===== config.mk =====
export PLATFORM = sky130hd
export DESIGN_NAME = alu_op_issuer
export DESIGN_NICKNAME = d
export VERILOG_FILES = /design/src/rtl/alu_op_issuer.sv
export SDC_FILE = /design/constraint.sdc
export NUM_CORES = 1
export LEC_CHECK = 0
export BUFFER_PORTS_ARGS = -buffer_cell sky130_fd_sc_hd__buf_2
export CORE_ASPECT_RATIO = 1.5
export CORE_MARGIN = 1
export CORE_UTILIZATION = 40
export CTS_CLUSTER_DIAMETER = 100
export DETAILED_ROUTE_END_ITERATION = 12
export PLACE_DENSITY = 0.63
export SETUP_SLACK_MARGIN = 0.1
export SLEW_MARGIN = 40
export SYNTH_ARGS = -nofsm -noshare
export SYNTH_HDL_FRONTEND = slang
export SYNTH_SLANG_ARGS = --single-unit

===== constraint.sdc =====
create_clock -name clk -period 2.4 [get_ports clk]
set_clock_uncertainty 0.05 [all_clocks]
set_input_delay 0.12 -clock clk [delete_from_list [all_inputs] [get_ports clk]]
set_output_delay 0.12 -clock clk [all_outputs]
set_load 0.01 [all_outputs]

===== src/rtl/alu_op_issuer.sv =====
// Initiator of the ALU request/response interface: debounced key press captures an op from
// the switches, issues it over valid/ready and shows the response. Optional: ALU_OP_ISSUER_ACCUM_EN.
module alu_op_issuer #(
    parameter int DEBOUNCE_CYCLES = 250000,
    parameter int TIMEOUT_CYCLES  = 16
) (
    input  logic       clk,
    input  logic       reset,
    input  logic [9:0] io_sw,
    input  logic       io_key,
    output logic       io_req_valid,
    input  logic       io_req_ready,
    output logic [1:0] io_req_fn,
    output logic [3:0] io_req_a,
    output logic [3:0] io_req_b,
    input  logic       io_resp_valid,
    input  logic [3:0] io_resp_result,
    output logic [9:0] io_led
);

    localparam int DB_W = $clog2(DEBOUNCE_CYCLES) + 1;
    localparam int TO_W = $clog2(TIMEOUT_CYCLES) + 1;
    localparam logic [DB_W-1:0] DB_LAST = DB_W'(DEBOUNCE_CYCLES - 1);
    localparam logic [TO_W-1:0] TO_LAST = TO_W'(TIMEOUT_CYCLES - 1);

    typedef enum logic [1:0] {
        S_IDLE  = 2'd0,
        S_ISSUE = 2'd1,
        S_WAIT  = 2'd2,
        S_SHOW  = 2'd3
    } state_t;

    logic            key_meta;
    logic            key_sync;
    logic            key_db;
    logic            key_db_q;
    logic [DB_W-1:0] db_cnt;
    logic            press;

    state_t          state;
    logic [1:0]      fn_q;
    logic [3:0]      a_q;
    logic [3:0]      b_q;
    logic [3:0]      result_q;
    logic            error_q;
    logic            busy_q;
    logic [TO_W-1:0] to_cnt;
    logic [3:0]      cap_a;

    // Synchronizer plus debounce: the level only flips after DEBOUNCE_CYCLES stable disagreeing samples.
    always_ff @(posedge clk or posedge reset) begin
        if (reset) begin
            key_meta <= 1'b0;
            key_sync <= 1'b0;
            key_db   <= 1'b0;
            key_db_q <= 1'b0;
            db_cnt   <= '0;
        end else begin
            key_meta <= io_key;
            key_sync <= key_meta;
            key_db_q <= key_db;
            if (key_sync == key_db) begin
                db_cnt <= '0;
            end else if (db_cnt == DB_LAST) begin
                key_db <= ~key_db;
                db_cnt <= '0;
            end else begin
                db_cnt <= db_cnt + DB_W'(1);
            end
        end
    end

    assign press = key_db & ~key_db_q;

`ifdef ALU_OP_ISSUER_ACCUM_EN
    // The accumulator is the shown result; the switch operand a is not used in this mode.
    logic unused_sw_a;
    assign unused_sw_a = ^io_sw[5:2];
    assign cap_a       = result_q;
`else
    assign cap_a = io_sw[5:2];
`endif

    // Request handshake: a transfer happens on a clock edge where io_req_valid && io_req_ready;
    // fn/a/b are held while io_req_valid is high. io_resp_valid is a one-cycle strobe, honoured in WAIT only.
    always_ff @(posedge clk or posedge reset) begin
        if (reset) begin
            state        <= S_IDLE;
            io_req_valid <= 1'b0;
            fn_q         <= 2'd0;
            a_q          <= 4'd0;
            b_q          <= 4'd0;
            result_q     <= 4'd0;
            error_q      <= 1'b0;
            busy_q       <= 1'b0;
            to_cnt       <= '0;
        end else begin
            case (state)
                S_IDLE, S_SHOW: begin
                    if (press) begin
                        fn_q         <= io_sw[1:0];
                        a_q          <= cap_a;
                        b_q          <= io_sw[9:6];
                        error_q      <= 1'b0;
                        io_req_valid <= 1'b1;
                        busy_q       <= 1'b1;
                        state        <= S_ISSUE;
                    end
                end
                S_ISSUE: begin
                    if (io_req_ready) begin
                        io_req_valid <= 1'b0;
                        to_cnt       <= '0;
                        state        <= S_WAIT;
                    end
                end
                S_WAIT: begin
                    // A response on the expiry cycle takes priority over the timeout.
                    if (io_resp_valid) begin
                        result_q <= io_resp_result;
                        busy_q   <= 1'b0;
                        state    <= S_SHOW;
                    end else if (to_cnt == TO_LAST) begin
                        result_q <= 4'd0;
                        error_q  <= 1'b1;
                        busy_q   <= 1'b0;
                        state    <= S_SHOW;
                    end else begin
                        to_cnt <= to_cnt + TO_W'(1);
                    end
                end
                default: begin
                    state <= S_IDLE;
                end
            endcase
        end
    end

    assign io_req_fn = fn_q;
    assign io_req_a  = a_q;
    assign io_req_b  = b_q;
    assign io_led    = {error_q, busy_q, 2'b00, fn_q, result_q};

endmodule


* Yosys cells after proc, flatten, opt, wreduce, memory -nomap -nowiden
Index checks and enable logic that the tools add are counted.
** Storage, ports and cells
- Bits in registers :: 47
- Output and inout bits :: 21
** Operators by class
- Add/subtract/negate cells :: 2
- Equality and inequality tests :: 12
- Muxes and demuxes :: 23
- Bitwise operators :: 4
- Reduce and logical (&&, ||, !) cells :: 14
** Operator list (count)
- $mux 19 :: 2
- $add 19x1->19 const B :: 1
- $eq 19x18->1 const B :: 1
- $mux 5 :: 3
- $ne 2x2->1 const B :: 5
- $pmux 5 s2 :: 1
- $reduce_and 3->1 :: 3
- $mux 2 :: 4
- $mux 4 :: 2
- $reduce_and 4->1 :: 2
- $reduce_bool 2->1 :: 4
- $mux 1 :: 7
- $pmux 1 s2 :: 3
- $pmux 2 s3 :: 1
- $reduce_and 2->1 :: 3
- $add 5x1->5 const B :: 1
- $eq 5x4->1 const B :: 1
- $eq 2x2->1 const B :: 2
- $ne 3x3->1 const B :: 1
- $not 1->1 :: 3
- $eq 2x1->1 const B :: 1
- $logic_not 2->1 :: 1
- $reduce_or 2->1 :: 1
- $and 1x1->1 :: 1
- $eq 1x1->1 :: 1

* Depth between registers and ports, before layout
- Depth after elaboration :: 4
- Gate-level depth with buffers :: 8

* Worst setup path before layout
Ideal clock, no wire load.
- Path kind :: flip-flop to flip-flop
- From :: reg to_cnt[0]
- To :: reg to_cnt[1]
- Library setup time :: 0.121 ns
- Arrival :: 1.875 ns
- Data required time :: 2.229 ns
- Slack :: 0.354 ns
- Stages on the path, launching flop included :: 8
- Path buffers :: 1
- Period minus slack after synthesis :: 2.046 ns
- Cell sequence :: dfrtp_1 -> ha_1 -> and3_1 -> ha_1 -> or3b_1 -> clkbuf_1 -> a22o_1 -> a22o_1
** On the way
- Longest elaborated chain between the ends :: 4
- Elaborated cells between the ends (all ways) :: 7
- Those cells by class :: add/sub (1); eq/ne (2); mux (3); reduce/logical (1)
** RTL lines
- from (decl) :: RTL line 47 : logic [TO_W-1:0] to_cnt;
- from (signal assigned) :: RTL line 129 : to_cnt <= to_cnt + TO_W'(1);
- $add 5x1->5 :: RTL line 129
- $mux 5 :: RTL line 123 : end else if (to_cnt == TO_LAST) begin
- $mux 5 :: RTL line 119 : if (io_resp_valid) begin
- $pmux 5 s2 :: RTL line 98 : case (state)
Parallel ways exist; a longest one is shown, timed or not. The select of a mux whose other input is x is not followed.
A chain may end at the register's enable or synchronous reset.

* Worst setup path in the final report
Ends and elaborated chain as after synthesis.

==> metrics <==
status=finished, final reports clean; number of cells on the worst reg-to-reg path=6; root buffer cell=sky130_fd_sc_hd__clkbuf_8; antenna-violating nets left=0; min-delay worst type=in2reg; maximum cell stage delay along the critical path=470 ps; arrival time worst endpoint=between 2000 and 2500 ps; clock slew seen by the registers of the worst setup and hold paths=approximately 90 ps; critical path start-end classification=reg2reg; final critical path time including I/O delays and setup=2160 ps; endpoint class of the critical path=register; flops & latches, synth=between 40 and 50; TritonCTS sink count=47; fin crit share=0.901; HPWL reported at the end of detailed placement=roughly 3100 microns; TritonCTS clock tree=built; cell area after placement=roughly 0.0025 sq mm; DRC Markers=0; final setup violating endpoints=0; violation count after the first detailed-route iteration=52; overall global routing resource usage=0.162; Critical-path top delay cell=sky130_fd_sc_hd__or3b_1; internal cell power=approximately 1.4 mW; sequential element share of the synthesized area=0.526; top_reg_cell synth=sky130_fd_sc_hd__dfrtp_1; number of unique standard cell types used by synthesis=42; net switching component of the power=approximately 0.60 mW; peak supply drop=~0.00030 V; starting density of the core=0.413; max-cap violations=0; warning count from the yosys run=0; unrepaired setup endpoints after global routing=false; endpoint of the most critical register-to-register path=to_cnt[1]$_DFFE_PP0P_; final hold violation count=0; wire length of the first global-routing pass=between 7000 and 8000 microns; Pins Over Slew Limit=0; leftover overflow at the end of global routing=0; register-to-register setup slack=approximately 240 ps; CTS max path bufs=2; Die X=between 60 and 70 microns; total clock buffers created by CTS=5; DR WL/cell=13.1 microns; hold path startpoint=io_resp_result[1]; H-Tree Depth=2; Nets=280; Seq pwr share=0.464; number of synthesized flops with an enable pin=0; cell area after layout=about 0.0027 sq mm; hold endpoint=result_q[1]$_DFFE_PP0P_; sequence of cells on the critical path=ha_1 -> and3_1 -> ha_1 -> or3b_1 -> a22o_1 -> a22o_1; instance count along the most critical hold path=2; Avg Cell Area, Syn=11.0 sq um; IO Count=40; final sum of negative setup slack=0 ps; leakage power=1.25 nW; via count of the first global-routing pass=approximately 1600; switching share of power=0.295; pin count of the biggest net entering global routing=37; maximum clock frequency=roughly 0.46 GHz; area added between synthesis and finish=22.4%; routability congestion estimate from global placement=about 0.87; share of flip-flops with an asynchronous set or reset after synthesis=1.00; share of final-layout standard cells stronger than drive strength 1=0.276; number of standard-cell rows in the floorplan=33; later-pin clock latency in the skew report=~300 ps; combinational share of power=0.255; wirelength, routed=between 4000 and 5000 microns; total power divided by cell area=746 mW/mm^2; clock share of power=0.281; overall power=a little over 2 mW; kind of start point of the critical path=register; Crit Path Max Fanout=6; Via Count=1683; 1st-pass router iterations=4; die boundary height=93.6 microns; required time at the endpoint of the critical path=about 2500 ps; DIE AREA=0.00590 sq mm; antenna violations before repair=0; number of vias per cell=between 5 and 6; netlist area before placement=between 0.002 and 0.0025 sq mm; Ant. Diodes=0; Mapped Cells=between 200 and 250; r2r startpoint=to_cnt[0]$_DFFE_PP0P_; buffers added on ports=37; core area=~0.0054 sq mm
-- stage by stage --
stage	instances	worst slack (ps)	hold slack, ps	util
after floorplan	205	354	101	-
after global placement	307	324	9.51	0.462
after detailed placement	307	273	11.1	0.462
after CTS	326	247	5.20	0.503
after global routing	327	133	32.6	0.506
final	327	239	29.0	0.506
-- routing by layer --
metal / wire, microns / vias up / track usage
li1: - / 820 / -
met1: 1790 / 818 / 0.189
met2: 2210 / 36 / 0.279
met3: 166 / 9 / 0.0354
met4: 108 / 0 / 0.0756
met5: 0 / - / 0
-- placed cells by master, fill, tap and decap left out, types with 6 or more instances in the layout --
cell type and n:
sky130_fd_sc_hd__dfrtp_1 47, sky130_fd_sc_hd__xor2_1 6, sky130_fd_sc_hd__dlygate4sd3_1 12, sky130_fd_sc_hd__nand3_1 9
sky130_fd_sc_hd__a21oi_1 6, sky130_fd_sc_hd__nor2_1 23, sky130_fd_sc_hd__o21ai_0 13, sky130_fd_sc_hd__xnor2_1 9
sky130_fd_sc_hd__buf_2 37, sky130_fd_sc_hd__inv_1 9, sky130_fd_sc_hd__mux2_2 11
-- repair_timing --
action / CTS / global route
hold buffers: 11 / 1
setup endpoints to repair: 0 / 1
hold endpoints to repair: 21 / 1
resized for setup: 0 / 1
buffers inserted: 0 / 0
-- area by class of cell --
class | instances | area (sq um)
clock buffer | 5 | 68.8
timing repair buffer | 54 | 355
sequential | 47 | 1180
clock inverter | 3 | 43.8
tap | 70 | 87.6
fill | 496 | 2670
inverter | 10 | 37.5
multi-input combinational | 138 | 968
-- flip-flops by register name, summed over array words and instances, names as in the netlist, 2 cells and up --
register   count
io_req_a       4
result_q       4
to_cnt         5
io_req_b       4
io_req_fn      2
state          2
db_cnt        19
-- kinds of logic after synthesis --
group,Yosys count,share of synthesized area
other cells,1,0.00168
mux,12,0.0599
simple gates,72,0.187
flops,47,0.526
compound gates,32,0.0940
fa+ha+maj,5,0.0280
xor+xnor,15,0.0588
buf+inv,20,0.0448
-- power groups by stage --
stage | Combinational, mW | Sequential (mW) | Clock, mW
floorplan | 0.325 | 0.980 | 0
global placement | 0.499 | 0.962 | 0
detailed placement | 0.506 | 0.965 | 0
global route | 0.592 | 0.965 | 0.632
CTS | 0.523 | 0.948 | 0.600
finish | 0.520 | 0.947 | 0.575
-- how the worst max path moves through the flow --
| stage | end | startpoint | cells past startpoint |
|---|---|---|---|
| finish | to_cnt[1]$_DFFE_PP0P_ | to_cnt[0]$_DFFE_PP0P_ | 6 |
| global route | to_cnt[1]$_DFFE_PP0P_ | to_cnt[0]$_DFFE_PP0P_ | 6 |
| CTS | to_cnt[1]$_DFFE_PP0P_ | to_cnt[0]$_DFFE_PP0P_ | 6 |
| detailed placement | to_cnt[1]$_DFFE_PP0P_ | to_cnt[0]$_DFFE_PP0P_ | 6 |
| global placement | to_cnt[1]$_DFFE_PP0P_ | to_cnt[0]$_DFFE_PP0P_ | 6 |
| floorplan | to_cnt[1]$_DFFE_PP0P_ | to_cnt[0]$_DFFE_PP0P_ | 7 |
-- synth_stat cells (2+ instances only) --
cell type                  count  area share
sky130_fd_sc_hd__nor2_1       23       0.039
sky130_fd_sc_hd__xnor2_1       9       0.035
sky130_fd_sc_hd__nand4_1       5       0.014
sky130_fd_sc_hd__and3_2        2      0.0067
sky130_fd_sc_hd__and4_1        2      0.0078
sky130_fd_sc_hd__xor2_1        6       0.024
sky130_fd_sc_hd__and3_1        4       0.011
sky130_fd_sc_hd__o21ai_0      13       0.029
sky130_fd_sc_hd__nor4_1        4       0.011
sky130_fd_sc_hd__ha_1          5       0.028
sky130_fd_sc_hd__buf_4         6       0.020
sky130_fd_sc_hd__clkbuf_1      2      0.0034
sky130_fd_sc_hd__a22o_1        2      0.0078
sky130_fd_sc_hd__nor3_1        3      0.0067
sky130_fd_sc_hd__o31ai_1       2      0.0067
sky130_fd_sc_hd__a32o_1        4       0.018
sky130_fd_sc_hd__nand2b_1      2      0.0056
sky130_fd_sc_hd__mux2_2       11       0.055
sky130_fd_sc_hd__inv_1        10       0.017
sky130_fd_sc_hd__nor2b_1       2      0.0056
sky130_fd_sc_hd__a21oi_1       6       0.013
sky130_fd_sc_hd__nor4_2        2       0.011
sky130_fd_sc_hd__nand2_1       5      0.0084
sky130_fd_sc_hd__nand3_1       9       0.020
sky130_fd_sc_hd__dfrtp_1      47        0.53
sky130_fd_sc_hd__buf_2         2      0.0045
-- critical path, delay by kind of cell (launching register included) --
| kind | cells | cell delay, ps |
|---|---|---|
| and+or+nand+nor | 2 | 650 |
| AOI/OAI and AO/OA | 2 | 500 |
| DFF | 1 | 410 |
| adders and majority gates | 2 | 440 |
Note: power is estimated with default switching activity, not from simulation.
